--- src/rtl/bitcell_array_ctrl.sv ---
// bitcell_array_ctrl: two-port arbiter and setup/pulse/hold sequencer for a NAND-latch bitcell array.
// Optional: define ARB_ROUND_ROBIN_EN for round-robin arbitration (fixed priority to requester 0 otherwise).
module bitcell_array_ctrl #(
    parameter int WORDS     = 8,
    parameter int WIDTH     = 4,
    parameter int ADDR_W    = 3,
    parameter int PULSE_CYC = 2
) (
    input  logic              clk,
    input  logic              rst,
    input  logic              req0_valid,
    output logic              req0_ready,
    input  logic              req0_we,
    input  logic [ADDR_W-1:0] req0_addr,
    input  logic [WIDTH-1:0]  req0_wdata,
    input  logic              req1_valid,
    output logic              req1_ready,
    input  logic              req1_we,
    input  logic [ADDR_W-1:0] req1_addr,
    input  logic [WIDTH-1:0]  req1_wdata,
    output logic              rsp_valid,
    output logic              rsp_id,
    output logic              rsp_err,
    output logic [WIDTH-1:0]  rsp_rdata,
    output logic [WORDS-1:0]  arr_sel,
    output logic              arr_r_w,
    output logic [WIDTH-1:0]  arr_in,
    input  logic [WIDTH-1:0]  arr_out
);
    typedef enum logic [2:0] {IDLE, SETUP, PULSE, HOLD, SAMPLE, RESP} state_t;

    state_t state, state_nx;
    logic we_q, id_q, err_q, sel_on;
    logic [ADDR_W-1:0] addr_q, acc_addr;
    logic [WIDTH-1:0] wdata_q, rdata_q;
    logic [3:0] cnt;
    logic gnt0, gnt1, accept, win, acc_err;

`ifdef ARB_ROUND_ROBIN_EN
    logic ptr;
    assign gnt0 = state == IDLE && req0_valid && (!req1_valid || !ptr);
    assign gnt1 = state == IDLE && req1_valid && (!req0_valid || ptr);

    // ptr names the requester favoured on the next tie
    always_ff @(posedge clk or posedge rst)
        if (rst) ptr <= 1'b0;
        else if (accept) ptr <= !win;
`else
    assign gnt0 = state == IDLE && req0_valid;
    assign gnt1 = state == IDLE && req1_valid && !req0_valid;
`endif

    assign req0_ready = gnt0;
    assign req1_ready = gnt1;
    assign accept     = gnt0 || gnt1;
    assign win        = gnt1;
    assign acc_addr   = win ? req1_addr : req0_addr;
    assign acc_err    = int'(acc_addr) >= WORDS;

    always_comb begin
        state_nx = state;
        case (state)
            IDLE:         if (accept) state_nx = acc_err ? RESP : SETUP;
            SETUP:        state_nx = we_q ? PULSE : SAMPLE;
            PULSE:        if (cnt == 4'd0) state_nx = HOLD;
            HOLD, SAMPLE: state_nx = RESP;
            default:      state_nx = IDLE;
        endcase
    end

    // Array drive is decoded from the state register so reset clears it without waiting for a clock
    assign sel_on    = state == SETUP || state == PULSE || state == HOLD || state == SAMPLE;
    assign arr_sel   = sel_on ? WORDS'(1) << addr_q : '0;
    assign arr_in    = sel_on && we_q ? wdata_q : '0;
    assign arr_r_w   = state == PULSE;
    assign rsp_valid = state == RESP;
    assign rsp_id    = rsp_valid && id_q;
    assign rsp_err   = rsp_valid && err_q;
    assign rsp_rdata = rsp_valid ? rdata_q : '0;

    always_ff @(posedge clk or posedge rst)
        if (rst) begin
            state   <= IDLE;
            we_q    <= 1'b0;
            id_q    <= 1'b0;
            err_q   <= 1'b0;
            addr_q  <= '0;
            wdata_q <= '0;
            rdata_q <= '0;
            cnt     <= '0;
        end else begin
            state <= state_nx;
            if (accept) begin
                we_q    <= win ? req1_we : req0_we;
                addr_q  <= acc_addr;
                wdata_q <= win ? req1_wdata : req0_wdata;
                id_q    <= win;
                err_q   <= acc_err;
                rdata_q <= '0;
            end
            if (state == SETUP) cnt <= 4'(PULSE_CYC - 1);
            else if (state == PULSE) cnt <= cnt - 4'd1;
            if (state == SAMPLE) rdata_q <= arr_out;
        end
endmodule

--- config.mk ---
export PLATFORM = sky130hd
export DESIGN_NAME = bitcell_array_ctrl
export DESIGN_NICKNAME = d
export VERILOG_FILES = /design/src/rtl/bitcell_array_ctrl.sv
export SDC_FILE = /design/constraint.sdc
export NUM_CORES = 1
export LEC_CHECK = 0
export ABC_AREA = 1
export CORE_ASPECT_RATIO = 1.1
export CORE_UTILIZATION = 48
export CTS_CLUSTER_DIAMETER = 80
export DETAILED_ROUTE_END_ITERATION = 7
export GPL_ROUTABILITY_DRIVEN = 0
export GPL_TIMING_DRIVEN = 0
export PLACE_DENSITY = 0.85
export RECOVER_POWER = 50
export REMOVE_ABC_BUFFERS = 1
export SLEW_MARGIN = 20
export SYNTH_ARGS = -nofsm -noshare
export SYNTH_HDL_FRONTEND = slang
export SYNTH_SLANG_ARGS = --single-unit
export TNS_END_PERCENT = 50
--- constraint.sdc ---
create_clock -name clk -period 2.3 [get_ports clk]
set_input_delay 0.345 -clock clk [delete_from_list [all_inputs] [get_ports clk]]
set_output_delay 0.345 -clock clk [all_outputs]
set_load 0.02 [all_outputs]
==> out/results.ini, run 1 <==
[floorplan]
core-area_um2 = 2520
initial_core_util_pct = 51.19
num_rows = 19
io_pins = 46
dieArea_um2 = 2899
dieWidth_um = 51.43
die-height_um = 56.37

[flow_run]
max_cap_violations = 0

[clock_network]
clk_latency_ns = 0.30
ctsRootBufferMaster = clkbuf_4
clkSinkCount = 20
hold_buffers = 0
htreeDepth = 1
cts.path.max_buffers = 2
cts_made_buffers = 3
path_clk_slew_ns = 0.11
cts_tree = built

[finish]
fin_area_um2 = 1783
drive_gt1_share_pct = 9.130
final_nets = 257
antenna_cells = 0
fin_cells = 261
syn2layout_area_growth_pct = 38.22

[worst_hold_path]
hold_class = reg2reg
hold_path_end = wdata_q[3]
holdPathStages = 2
holdCritStartpoint = wdata_q[3]

[timing]
post-route-min-period_ns = 2.120
max_freq_mhz = 471.7
finalSetupViolations = 0
fin_hold_ws_ns = 0.4940
finalCritPeriodShare_pct = 92.18
slew_headroom_pct = 45.23
skew_ns = 0.0005233
worst_pin_slew_ns = 0.8161
setup_tns_ns = 0
slew_violations = 0
finalHoldViolations = 0
rsz0062_at_grt = no
setup_ws_ns = 0.1799

[critical_path]
reg2reg_depth = 7
worstReg2RegStart = state[2]
cp_data_arrival_time_ns = 1.78
cp_max_fo = 12
reg2reg_slack_ns = 0.60
criticalPathCategory = reg2out
start_kind = register
rr_endpoint = rdata_q[2]
cp-end-kind = output port
cp.required_ns = 1.96

[drt]
wl_met1_mm = 1.239
drt_pass1_iterations = 4
drc_errors = 0
wl_met2_mm = 1.494
vias = 1276
ant_nets = 0
wl_met3_um = 101
drt-initial-drc-count = 25
post_drt_wl_per_cell_um = 11.05
wl_mm = 2.884
top_layer = met4
viasPerCell = 4.889

[global_route]
grt_antenna_before_repair = 0
overflow = 0
grt_max_degree = 21
grt_use_total_pct = 21.81
grt_pass1_wl_mm = 4.836
grt_pass1_vias = 1171

[logic_synthesis]
yosysWarnings = 0
syn_area_um2 = 1290
ys.flop_type = dfrtp_1
ys_types = 25
syn_avg_cell_area_um2 = 7.049
async_reset_ff_share_pct = 100.0
ys_seq_area_share_pct = 38.80
synth_seq_cells = 20
syn_inst = 183
synth_edf_count = 0

[place]
dpl-instance-area_um2 = 1732
pre_cts_slack_ns = -0.1289
port_buffers = 44
placed_cells_incl_taps = 254
dp_hpwl_mm = 2.072

[run_status]
status = completed

[power_and_ir_drop]
ir_drop_mv = 0.7345
power_leakage_nw = 1.087
power_density_nw_per_um2 = 1094

[how the worst max path moves through the flow]
stage	to	cells after the start	slack, ns	start
final	arr_r_w	5	0.18	state[2]
after global routing	arr_r_w	5	0.06	state[2]
after CTS	rsp_rdata[1]	5	0.01	state[0]
after detailed placement	req1_ready	6	-0.13	req1_valid
after global placement	req1_ready	6	-0.12	req1_valid
after floorplan	arr_in[0]	5	0.58	state[0]
[synthesized netlist by cell type (2+ instances only)]
cell type	number	area, um^2
buf_4	2	15.01
buf_6	2	22.52
dfrtp_1	20	500.5
ha_1	2	25.02
inv_1	42	157.7
inv_2	2	7.510
nand2_1	45	168.9
nand2_2	4	25.02
nand3_1	17	85.08
nand4_1	9	56.30
nor2_1	20	75.07
nor2_4	2	22.52
o21ai_0	3	15.01
o22ai_1	2	12.51
[critical path: stages (launching register included)]
cell,delay (ns)
dfrtp_1,0.43
clkinvlp_2,0.14
buf_4,0.22
nand2_1,0.11
nor2_1,0.21
dlygate4sd2_1,0.36
[logic make-up (layout without fill, tap and decap cells)]
kind of cell    after synthesis  count (layout)  synth area share (%)
compound gates               10              10                 5.528
fa+ha+maj                     2               2                 1.940
other cells                   1               1                0.2907
simple gates                101             101                 37.05
flops                        20              20                 38.80
xor+xnor                      1               1                0.6791
buf+inv                      48              95                 15.71
[through the flow]
| step | power [mW] | util (%) |
|---|---|---|
| floorplan | 1.395 | - |
| global placement | 1.739 | 68.72 |
| detailed placement | 1.767 | 68.72 |
| CTS | 1.968 | 70.61 |
| global route | 2.119 | 70.75 |
| finish | 1.951 | 70.75 |
[sequential cells by signal, summed over array words and instances, names as in the netlist]
register / count
cnt: 4
we_q: 1
addr_q: 3
id_q: 1
state: 3
rdata_q: 4
wdata_q: 4
[cell usage in the layout, fill, tap and decap left out]
cell / instances
nand2_2: 5
buf_4: 3
a21oi_1: 1
nand3_1: 17
dfrtp_1: 19
dfrtp_2: 1
o221ai_1: 1
clkbuf_8: 1
o21ai_1: 2
nand2_4: 1
dlygate4sd3_1: 1
clkbuf_4: 3
nand4_1: 9
inv_1: 42
o21ai_0: 3
ha_1: 2
xnor2_1: 1
nor2_4: 2
nand2_1: 44
dlygate4sd2_1: 15
nor3_2: 1
o22ai_1: 2
clkinvlp_2: 1
inv_2: 1
conb_1: 1
clkdlybuf4s50_1: 23
a21oi_4: 1
dlymetal6s2s_1: 5
nand3_4: 1
nor2_1: 21
[metal layers]
layer | global-route usage, % | vias to the layer above
met1 | 26.47 | 571
met4 | 9.653 | 0
li1 | - | 657
met2 | 38.22 | 43
met3 | 1.897 | 5
met5 | 0 | -
[layout make-up]
class / count / area [um^2]
fill: 229 / 737.0
multi-input combinational: 115 / 583.1
sequential: 20 / 501.7
timing repair buffer: 47 / 456.7
inverter: 44 / 166.4
tap: 31 / 38.79
clock buffer: 4 / 36.28
[report_power, final]
| group | switching (mW) | leakage [nW] | internal, mW |
|---|---|---|---|
| registers | 0.114 | 0.252 | 0.511 |
| clock network | 0.107 | 0.0210 | 0.0967 |
| logic | 0.716 | 0.813 | 0.406 |
[repair_timing]
action,in CTS,in global routing
setup endpoints to repair,20,5
pin swaps,2,0
gates resized for setup,18,5
buffers inserted,3,0
endpoints found under the hold margin,0,0
No activity file was read; power rests on OpenSTA's default activity.
==> run 2: changes to the inputs <==
MAX_ROUTING_LAYER = met4   (was not set)
==> out/results.ini, run 2 (synthesis results as in run 1) <==
[run_status]
status = completed  ; unchanged

[finish]
finish.utilization_pct = 70.75  ; unchanged
final_cell_mix = 44 x nand2_1, 42 x inv_1, 23 x clkdlybuf4s50_1  ; unchanged
final_common_cell = nand2_1  ; unchanged
top_regs = cnt (4), rdata_q (4), wdata_q (4)  ; unchanged
syn2layout_area_growth_pct = 38.22  ; unchanged
antenna_cells = 0  ; unchanged
drive_gt1_share_pct = 9.130  ; unchanged
final_nets = 257  ; unchanged

[worst_hold_path]
holdPathStages = 2  ; unchanged
hold_class = reg2reg  ; unchanged

[timing]
setup_ws_ns = 0.1799  ; about the same
worst_pin_slew_ns = 0.8161  ; unchanged
slew_headroom_pct = 45.23  ; unchanged
finalSetupViolations = 0  ; unchanged
post-route-min-period_ns = 2.120  ; about the same
rsz0062_at_grt = no  ; unchanged
max_freq_mhz = 471.7  ; unchanged
skew_ns = 0.0005233  ; about the same
finalCritPeriodShare_pct = 92.18  ; about the same
slew_violations = 0  ; unchanged
finalHoldViolations = 0  ; unchanged

[global_route]
grt_use_total_pct = 22.41  ; was 21.81%
grt_antenna_before_repair = 0  ; unchanged
grt_pass1_wl_mm = 4.836  ; unchanged
overflow = 0  ; unchanged
grt_max_degree = 21  ; unchanged
grt_pass1_vias = 1171  ; unchanged

[critical_path]
cp_max_fo = 12  ; unchanged
crit_chain = clkinvlp_2, buf_4, nand2_1, nor2_1, dlygate4sd2_1  ; unchanged
cp_slowest_cell = dfrtp_1  ; unchanged
start_kind = register  ; unchanged
cpPeakStageDelay_ns = 0.43  ; about the same
cp_data_arrival_time_ns = 1.78  ; about the same
cp-end-kind = output port  ; unchanged
criticalPathCategory = reg2out  ; unchanged
cp.required_ns = 1.96  ; about the same
reg2reg_depth = 7  ; unchanged

[clock_network]
cts_made_buffers = 3  ; unchanged
ctsRootBufferMaster = clkbuf_4  ; unchanged
hold_buffers = 0  ; unchanged
cts_tree = built  ; unchanged
cts.path.max_buffers = 2  ; unchanged
path_clk_slew_ns = 0.11  ; about the same
htreeDepth = 1  ; unchanged
clk_latency_ns = 0.30  ; about the same
clkSinkCount = 20  ; unchanged

[floorplan]
initial_core_util_pct = 51.19  ; unchanged
core-area_um2 = 2520  ; unchanged
io_pins = 46  ; unchanged
num_rows = 19  ; unchanged
die-height_um = 56.37  ; unchanged
dieArea_um2 = 2899  ; unchanged
dieWidth_um = 51.43  ; unchanged

[flow_run]
max_cap_violations = 0  ; unchanged

[power_and_ir_drop]
ir_drop_mv = 0.7346  ; was 0.7345 mV
power_leakage_nw = 1.087  ; unchanged
power_density_nw_per_um2 = 1094  ; about the same

[drt]
ant_nets = 0  ; unchanged
drt-initial-drc-count = 25  ; unchanged
viasPerCell = 4.889  ; unchanged
drt_pass1_iterations = 4  ; unchanged
post_drt_wl_per_cell_um = 11.05  ; unchanged
drc_errors = 0  ; unchanged
wl_mm = 2.884  ; unchanged
vias = 1276  ; unchanged

[place]
port_buffers = 44  ; unchanged
pre_cts_slack_ns = -0.1289  ; unchanged
dp_hpwl_mm = 2.072  ; unchanged

## run 2: cell counts in the layout (fill, tap and decap cells not counted)
No cell type changed its count.
## run 2: power by group
group / internal [mW] / switching (mW)
combinational: 0.406 / 0.716
clock: 0.0967 / 0.107
sequential: 0.511 / 0.114
## run 2: critical path: cells and delay by family (launching register included)
kind	cells	cell delay [ns]
buffers and inverters	3	0.72
AND/OR/NAND/NOR	2	0.32
flip-flops	1	0.43
## run 2: stage by stage
step | hold slack [ns] | cell area (um^2) | instances | power, mW | setup TNS [ns]
after floorplan | 0.3088 | 1252 | 179 | 1.395 | 0
after global placement | 0.4631 | 1732 | 254 | 1.739 | -0.2167
after detailed placement | 0.4646 | 1732 | 254 | 1.767 | -0.4562
after CTS | 0.4903 | 1779 | 261 | 1.968 | 0
after global routing | 0.5015 | 1783 | 261 | 2.119 | 0
final | 0.4940 | 1783 | 261 | 1.951 | 0
## run 2: cell type report
class	count	area, um^2
clock buffer	4	36.28
tap	31	38.79
timing repair buffer	47	456.7
fill	229	737.0
multi-input combinational	115	583.1
inverter	44	166.4
sequential	20	501.7
## run 2: path summary, 6_finish.rpt
| check | from | end | slack, ns |
|---|---|---|---|
| hold / removal | wdata_q[3] | wdata_q[3] | 0.49 |
| min in group asynchronous | rst | rdata_q[0] | 0.60 |
| hold reg to reg | wdata_q[3] | wdata_q[3] | 0.49 |
| setup / recovery | state[2] | arr_r_w | 0.18 |
| max in group asynchronous | rst | state[0] | 1.18 |
| setup reg to reg | state[2] | rdata_q[2] | 0.60 |
## run 2: timing repair
| action | 4_1_cts | 5_1_grt |
|---|---|---|
| endpoints found under the setup margin | 20 | 5 |
| pin swaps | 2 | 0 |
| resized for setup | 18 | 5 |
| gates cloned | 0 | 0 |
| hold endpoints to repair | 0 | 0 |
| setup buffers | 3 | 0 |
## run 2: routing by layer
metal  GRT usage (%)  wire length, um  up-vias  share of wire [%]
met5               -                0        -                  0
met4           9.653               48        0                1.7
met3           1.626              100        5                3.5
met2           38.22             1494       43                 52
met1           26.64             1240      571                 43
li1                -                -      657                  -
